==> config.mk <==
export PLATFORM = sky130hd
export DESIGN_NAME = la_oai22_pipe_flat
export DESIGN_NICKNAME = d
export VERILOG_FILES = /design/src/rtl/la_oai22_pipe_pkg.sv /design/src/rtl/la_oai22_pipe_if.sv /design/src/rtl/la_pipe_stage.sv /design/src/rtl/la_oai22_pipe.sv /design/src/flat_wrapper.sv
export SDC_FILE = /design/constraint.sdc
export NUM_CORES = 1
export LEC_CHECK = 0
export CAP_MARGIN = 10
export CORE_AREA = 10 10 47 49
export DETAILED_ROUTE_END_ITERATION = 6
export DIE_AREA = 0 0 57 59
export GPL_TIMING_DRIVEN = 0
export PLACE_DENSITY = 0.44
export SLEW_MARGIN = 25
export SYNTH_ARGS = -nofsm -noshare
export SYNTH_HDL_FRONTEND = slang
export SYNTH_SLANG_ARGS = --single-unit
export TNS_END_PERCENT = 20
==> constraint.sdc <==
create_clock -name clk -period 0.9 [get_ports clk]
set_input_delay 0.09 -clock clk [delete_from_list [all_inputs] [get_ports clk]]
set_output_delay 0.09 -clock clk [all_outputs]
set_load 0.02 [all_outputs]
==> src/rtl/la_oai22_pipe_pkg.sv <==
// la_logic_pkg: constants shared by the la_* datapath cells.
//   la_mode_e     - per-beat function select for the 2x2 and-or cells
//   LA_DEPTH_MAX  - upper bound on pipeline depth for pipelined cells
package la_logic_pkg;

    typedef enum logic [1:0] {
        LA_MODE_OAI22 = 2'b00,
        LA_MODE_OA22  = 2'b01,
        LA_MODE_AOI22 = 2'b10,
        LA_MODE_AO22  = 2'b11
    } la_mode_e;

    localparam int unsigned LA_DEPTH_MAX = 8;

endpackage

==> src/rtl/la_oai22_pipe_if.sv <==
// la_oai22_pipe_if: streaming bus of la_oai22_pipe.
//   mode, a0, a1, b0, b1, in_valid / in_ready : input beat and handshake
//   z, out_valid / out_ready                  : result beat and handshake
//   slave  modport : the pipeline itself
//   master modport : producer/consumer around it
interface la_oai22_pipe_if #(
    parameter int W = 1
);
    logic [1:0]   mode;
    logic         in_valid;
    logic         in_ready;
    logic [W-1:0] a0;
    logic [W-1:0] a1;
    logic [W-1:0] b0;
    logic [W-1:0] b1;
    logic         out_valid;
    logic         out_ready;
    logic [W-1:0] z;

    modport slave (
        input  mode, in_valid, a0, a1, b0, b1, out_ready,
        output in_ready, out_valid, z
    );

    modport master (
        output mode, in_valid, a0, a1, b0, b1, out_ready,
        input  in_ready, out_valid, z
    );
endinterface

==> src/rtl/la_pipe_stage.sv <==
// la_pipe_stage: one valid + W-bit data register of a ready/valid pipeline.
//   clk, nreset           : clock, asynchronous active-low clear
//   in_valid, in_data     : beat offered by the previous stage
//   in_ready              : this stage loads on the coming edge
//   out_valid, out_data   : beat held by this stage
//   out_ready             : the next stage loads on the coming edge
module la_pipe_stage #(
    parameter int W = 1
) (
    input  logic         clk,
    input  logic         nreset,
    input  logic         in_valid,
    input  logic [W-1:0] in_data,
    output logic         in_ready,
    output logic         out_valid,
    output logic [W-1:0] out_data,
    input  logic         out_ready
);

    // An empty slot always loads, which is what collapses bubbles.
    assign in_ready = ~out_valid | out_ready;

    always_ff @(posedge clk or negedge nreset) begin
        if (!nreset) begin
            out_valid <= 1'b0;
            out_data  <= '0;
        end else if (in_ready) begin
            out_valid <= in_valid;
            // A bubble moving in leaves the old word in place.
            if (in_valid) begin
                out_data <= in_data;
            end
        end
    end

endmodule

==> src/rtl/la_oai22_pipe.sv <==
// la_oai22_pipe: W-bit OAI22/OA22/AOI22/AO22 (selected per beat by mode)
// followed by DEPTH ready/valid register stages with bubble collapsing.
//   clk    : clock, rising edge
//   nreset : asynchronous active-low reset, clears every stage
//   bus    : la_oai22_pipe_if slave (operands, mode, handshakes, result z)
// Parameters: W lane count, DEPTH stages (1..LA_DEPTH_MAX), PROP passed to
// technology mapping only.
module la_oai22_pipe
    import la_logic_pkg::*;
#(
    parameter int    W     = 1,
    parameter int    DEPTH = 2,
    parameter string PROP  = "DEFAULT"
) (
    input  logic               clk,
    input  logic               nreset,
    la_oai22_pipe_if.slave     bus
);

    logic [W-1:0]            fn;
    logic [DEPTH:0]          v_chain;
    logic [DEPTH:0][W-1:0]   d_chain;
    logic [DEPTH+1:1]        load;

    // PROP only steers technology mapping; nothing is built from it.
    if (PROP == "") begin : g_prop_none
    end

    always_comb begin
        fn = '0;
        case (bus.mode)
            LA_MODE_OAI22: fn = ~((bus.a0 | bus.a1) & (bus.b0 | bus.b1));
            LA_MODE_OA22:  fn =   (bus.a0 | bus.a1) & (bus.b0 | bus.b1);
            LA_MODE_AOI22: fn = ~((bus.a0 & bus.a1) | (bus.b0 & bus.b1));
            LA_MODE_AO22:  fn =   (bus.a0 & bus.a1) | (bus.b0 & bus.b1);
            default:       fn = '0;
        endcase
    end

    assign v_chain[0]   = bus.in_valid;
    assign d_chain[0]   = fn;
    assign load[DEPTH+1] = bus.out_ready;

    // Ready ripples combinationally from out_ready back to stage 1.
    for (genvar i = 1; i <= DEPTH; i++) begin : g_stage
        la_pipe_stage #(
            .W (W)
        ) u_stage (
            .clk       (clk),
            .nreset    (nreset),
            .in_valid  (v_chain[i-1]),
            .in_data   (d_chain[i-1]),
            .in_ready  (load[i]),
            .out_valid (v_chain[i]),
            .out_data  (d_chain[i]),
            .out_ready (load[i+1])
        );
    end

    // Cleared stages look empty, so in_ready is masked during reset.
    assign bus.in_ready  = load[1] & nreset;
    assign bus.out_valid = v_chain[DEPTH];
    assign bus.z         = d_chain[DEPTH];

endmodule

==> src/flat_wrapper.sv <==
// flat-port wrapper written by rule: the top's interface ports become plain ports
module la_oai22_pipe_flat import la_logic_pkg::*;
#(
    parameter int    W     = 1,
    parameter int    DEPTH = 2,
    parameter string PROP  = "       "
)
  (clk, nreset, bus_mode, bus_in_valid, bus_a0, bus_a1, bus_b0, bus_b1, bus_out_ready, bus_in_ready, bus_out_valid, bus_z);
  la_oai22_pipe_if #(.W(W)) bus_i ();
  input  logic clk;
  input  logic nreset;
  input wire logic [$bits(bus_i.mode)-1:0] bus_mode;
  input wire logic [$bits(bus_i.in_valid)-1:0] bus_in_valid;
  input wire logic [$bits(bus_i.a0)-1:0] bus_a0;
  input wire logic [$bits(bus_i.a1)-1:0] bus_a1;
  input wire logic [$bits(bus_i.b0)-1:0] bus_b0;
  input wire logic [$bits(bus_i.b1)-1:0] bus_b1;
  input wire logic [$bits(bus_i.out_ready)-1:0] bus_out_ready;
  output wire logic [$bits(bus_i.in_ready)-1:0] bus_in_ready;
  output wire logic [$bits(bus_i.out_valid)-1:0] bus_out_valid;
  output wire logic [$bits(bus_i.z)-1:0] bus_z;
  assign bus_i.mode = bus_mode;
  assign bus_i.in_valid = bus_in_valid;
  assign bus_i.a0 = bus_a0;
  assign bus_i.a1 = bus_a1;
  assign bus_i.b0 = bus_b0;
  assign bus_i.b1 = bus_b1;
  assign bus_i.out_ready = bus_out_ready;
  assign bus_in_ready = bus_i.in_ready;
  assign bus_out_valid = bus_i.out_valid;
  assign bus_z = bus_i.z;
  la_oai22_pipe #(.W(W), .DEPTH(DEPTH), .PROP(PROP)) u_core (.clk(clk), .nreset(nreset), .bus(bus_i));
endmodule
## Yosys cells after proc, flatten, opt, wreduce, memory -nomap -nowiden

Index checks and enable logic that the tools add are counted.
Widths: inputs -> output; s select.

| storage, ports and cells | value |
|---|---|
| flip-flop bits (word level) | 4 |
| latch bits | 0 |
| memory bits (writable) | 0 |
| ROM bits | 0 |
| input port bits | 10 |
| output and inout bits | 3 |
| memories | 0 |

| cells by class | value |
|---|---|
| add/subtract/negate cells | 0 |
| multiply operators | 0 |
| divide/modulo/power cells | 0 |
| $lt $le $gt $ge | 0 |
| eq/ne operators | 3 |
| shift operators | 0 |
| muxes and demuxes | 1 |
| bitwise gates (word level) | 13 |
| reductions and logical operators | 3 |

Operator list:

| operator | count |
|---|---|
| $or 1x1->1 | 5 |
| $and 1x1->1 | 4 |
| $eq 2x2->1 const B | 2 |
| $not 1->1 | 4 |
| $pmux 1 s4 | 1 |
| $reduce_and 2->1 | 2 |
| $eq 2x1->1 const B | 1 |
| $logic_not 2->1 | 1 |

## Logic depth before layout (Yosys ltp)

Gate-level depths: netlist (run 1).

| logic depth | value |
|---|---|
| word-level depth | 4 |
| gate-level depth with buffers | 4 |

## By module

Synthesis (run 1) repeated with hierarchy kept, for this count alone.

| second synthesis, totals | value |
|---|---|
| cell total of the unflattened synthesis | 17 |
| area total of the unflattened synthesis | 224.0 µm² |

By module, submodules not included:

| module | times used | cells an instance | area each (µm²) | seq. area each (µm²) |
|---|---|---|---|---|
| la_pipe_stage | 2 | 6 | 92.6 | 50.0 |
| la_oai22_pipe | 1 | 5 | 38.8 | 0.0 |

## Worst setup path after synthesis (run 1)

Ideal clock, no wire load.

| path | value |
|---|---|
| path kind | flip-flop to flip-flop |
| start | register u_core.g_stage[2].u_stage.out_valid |
| end | register u_core.g_stage[2].u_stage.out_data |
| setup time | 0.125 ns |
| arrival time | 0.924 ns |
| setup slack | -0.149 ns |
| stages on the path, launching flop included | 4 |
| cells stage by stage | dfrtp_1 -> nand2b_1 -> nand2_1 -> mux2_2 |

| between the ends | value |
|---|---|
| longest elaborated chain between the ends | 3 |

RTL lines:

| item | RTL line | source |
|---|---|---|
| start: declaration | la_pipe_stage.sv:15 | `output logic out_valid,` |
| start signal: assignment | la_pipe_stage.sv:28 | `out_valid <= in_valid;` |
| $not 1->1 | la_pipe_stage.sv:21 | `assign in_ready = ~out_valid \| out_ready;` |
| $or 1x1->1 | la_pipe_stage.sv:21 |  |
| $reduce_and 2->1 (no line) | - |  |
| end signal: assignment | la_pipe_stage.sv:31 | `out_data <= in_data;` |
| end: declaration | la_pipe_stage.sv:16 | `output logic [W-1:0] out_data,` |

No other way between the ends.
A chain may end at the register's enable or synchronous reset.

## Worst setup path in the final report (run 1)

| path | value |
|---|---|
| start | register u_core.g_stage[2].u_stage.out_valid |
| end | output bus_in_ready |

| between the ends | value |
|---|---|
| longest elaborated chain between the ends | 4 |

RTL lines:

| item | RTL line | source |
|---|---|---|
| $not 1->1 | la_pipe_stage.sv:21 |  |
| $or 1x1->1 (2 in series) | la_pipe_stage.sv:21 |  |
| $and 1x1->1 | la_oai22_pipe.sv:61 | `assign bus.in_ready = load[1] & nreset;` |
| end: declaration | flat_wrapper.sv:19 | `output wire logic [$bits(bus_i.in_ready)-1:0] bus_in_ready;` |

No other way between the ends.

==> metrics, run 1 <==
outcome finished with violations; combinational cell fraction of total power 26.5%; dominant synthesized flop cell dfrtp_1; Worst Hold Class in2async; antenna violations before repair 0; xor and xnor fraction of the mapped netlist area 4.55%; Layout Utilization around 27%; Clock Skew between 5 and 6 ps; Area Overhead vs Synth 95.5%; asr flop ratio synth between 90% and 100%; Synth top area share approximately half; Residual DRC 0; Final Cell Area about 380 sq um; Via Count 200; Syn Area/Cell between 10 and 15 sq um; clock-pin slew on the worst setup and hold paths around 40 ps; critical path arrival 1000 ps; DRT Wirelength between 500 and 600 um; startpoint of the worst register-to-register path u_core.g_stage[2].u_stage.out_valid; EDFF count, synth 0; Initial Util about 14%; power per cell area 1720 nW/um^2; flop2flop setup slack -100 ps; synthesized area between 150 and 200 sq um; Crit Path Category reg2out; Hold Vio Cnt, Final 0; leakage 0.163 nW; routed length per instance 10.5 um; Compound-Gate Fraction of Synth Area 9.74%; number of I/O port buffers 12; synthesized flop and latch total 4; Nets 47; setup TNS -495 ps; Sw Share a little over a quarter; layout cell share with drive strength beyond 1 between 20 and 30%; root buffer cell clkbuf_4; top cells by area, synth dfrtp_1, nand2b_1, mux2_2; Tcrit/Tclk final 121%; most frequent cells after synthesis dfrtp_1, nand2_1, nand2b_1; GRT Util Overall 3.98%; largest net degree at the start of global routing 6; most common cell in the netlist dfrtp_1; Clock Power Share between 30 and 40%; grt total ovfl 0; DPL Wire Length around 460 um; number of DRC markers in iteration 0 1; Ys Warns 0; CP Max Fanout 3; number of vias per cell about 3.8; Psw between 0.00015 and 0.0002 W; first-pass detailed-route iteration total 3; fmax 0.918 GHz; failing checks negative setup slack; Final setup viols 4; worst-margin pin slew 216 ps; chip width 57 um; largest family of logic cells by synthesized area simple AND/OR/NAND/NOR gates; biggest area consumer among synthesized cells dfrtp_1; relative max-transition margin ~86%; min cycle time layout roughly 1100 ps; Die ar. between 3000 and 4000 sq um; Num CTS Buffers 3; synth unique cells 11; vias in the first global route between 200 and 250; Worst Path Required 810 ps; sequential share of power 34.9%; PnR worst setup slack -189 ps; RD Place Congestion between 0.5 and 0.6; Max VDD drop about 730 uV; Post-Synthesis Cells 18; clk buf depth 2; CTS tree done; sequential element share of the synthesized area 51.9%; first-pass GRT wire length 959 um; Synth Area in Adders 0%; Syn Nets 28; r2r endpoint u_core.g_stage[1].u_stage.out_data; CTS Sinks 4; Pint around 0.00048 W; Pins Over Slew Limit 0; Chip Height around 59 um; post-placement cell area about 330 sq um; total power ~0.00065 W; fillers between 150 and 200; R2R cell count 6; Max Cap Viol 0; Core Area around 1400 sq um; CP startpoint kind flop; CTS HTree Levels 1; Routed Antenna Nets 0; Hold Buf Count CTS 0; I/O Pins 13; RSZ-0062 raised after global routing true; row cnt 14; endpoint class of the critical path primary output; Post-Synth Simple-Gate Area a little under a quarter; Clock Latency Late Sink roughly 240 ps; n_diodes 0; multiplexer share of the synthesized area between 10% and 20%
worst max path at each step:
stage,slack [ps],to,from,cells past startpoint
4_1_cts,-200,bus_in_ready,u_core.g_stage[2].u_stage.out_valid,3
3_5_place_dp,-630,bus_in_ready,bus_out_ready,4
2_1_floorplan,-80,u_core.g_stage[2].u_stage.out_data,u_core.g_stage[2].u_stage.out_valid,3
6_report,-190,bus_in_ready,u_core.g_stage[2].u_stage.out_valid,3
5_1_grt,-240,bus_in_ready,u_core.g_stage[2].u_stage.out_valid,3
3_3_place_gp,-630,bus_in_ready,bus_out_ready,4
routing by layer:
| metal | GRT usage [%] | vias to the layer above | wire length (um) |
|---|---|---|---|
| met2 | 4.81 | 14 | 218 |
| met1 | 3.10 | 88 | 219 |
| met3 | 5.58 | 0 | 110 |
| met4 | 3.02 | 0 | 0 |
| met5 | 0 | - | 0 |
| li1 | - | 98 | - |
final cells by class:
class	count	area (sq um)	area share, %
Clock buffer	4	26.3	6.98
Tap cell	16	20.0	5.32
Sequential cell	4	101	26.9
Timing Repair Buffer	14	134	35.5
Multi-Input combinational cell	14	95.1	25.2
power by group through the flow:
| stage | Sequential [W] | Combinational (W) | Clock [W] |
|---|---|---|---|
| floorplan | 0.000248 | 0.0000533 | 0 |
| global placement | 0.000227 | 0.000169 | 0 |
| detailed placement | 0.000230 | 0.000173 | 0 |
| CTS | 0.000226 | 0.000164 | 0.000260 |
| global route | 0.000231 | 0.000183 | 0.000279 |
| finish | 0.000226 | 0.000171 | 0.000250 |
sequential cells by signal (all words and copies together), names as in the netlist:
signal and count:
u_core.g_stage.u_stage.out_data 2, u_core.g_stage.u_stage.out_valid 2
layout by cell type, fill, tap and decap left out, drive strengths merged:
cell type	n
clkbuf	4
nand2	3
and2	1
xor2	1
clkdlybuf4s50	9
mux2i	1
nand2b	3
nand3b	1
buf	4
dfrtp	4
dlygate4sd2	1
o21ai	1
mux2	1
a22oi	1
o22ai	1
cell families after synthesis:
logic type	Yosys count
xor gates and xnor gates	1
and+or+nand+nor	8
DFF	4
muxes	2
AOI/OAI and AO/OA	3
worst max-delay path, stage by stage, from the launching register on:
cell,delay [ps]
dfrtp_2,400
nand3b_1,110
and2_4,150
buf_6,110
stage by stage:
step | std cells | hold WS [ps] | worst slack [ps]
after floorplan | 18 | -206 | -84.5
after global placement | 46 | 311 | -633
after detailed placement | 46 | 319 | -630
after CTS | 51 | 63.6 | -197
after global routing | 52 | 79.6 | -237
final | 52 | 67.0 | -189
what timing repair did:
action / CTS / global route
buffers inserted: 1 / 1
setup endpoints to repair: 5 / 4
resized for setup: 11 / 2
pin swaps: 1 / 0
Note: power is estimated with default switching activity, not from simulation.
==> run 2, diff against run 1 <==
--- a/config.mk
+++ b/config.mk
@@ -10,6 +10,7 @@
 export DETAILED_ROUTE_END_ITERATION = 6
 export DIE_AREA = 0 0 57 59
 export GPL_TIMING_DRIVEN = 0
+export HOLD_SLACK_MARGIN = 0.05
 export PLACE_DENSITY = 0.44
 export SLEW_MARGIN = 25
 export SYNTH_ARGS = -nofsm -noshare
==> results of run 2 <==
Same layout as run 1: the final DEF is identical, and so are final timing and power.
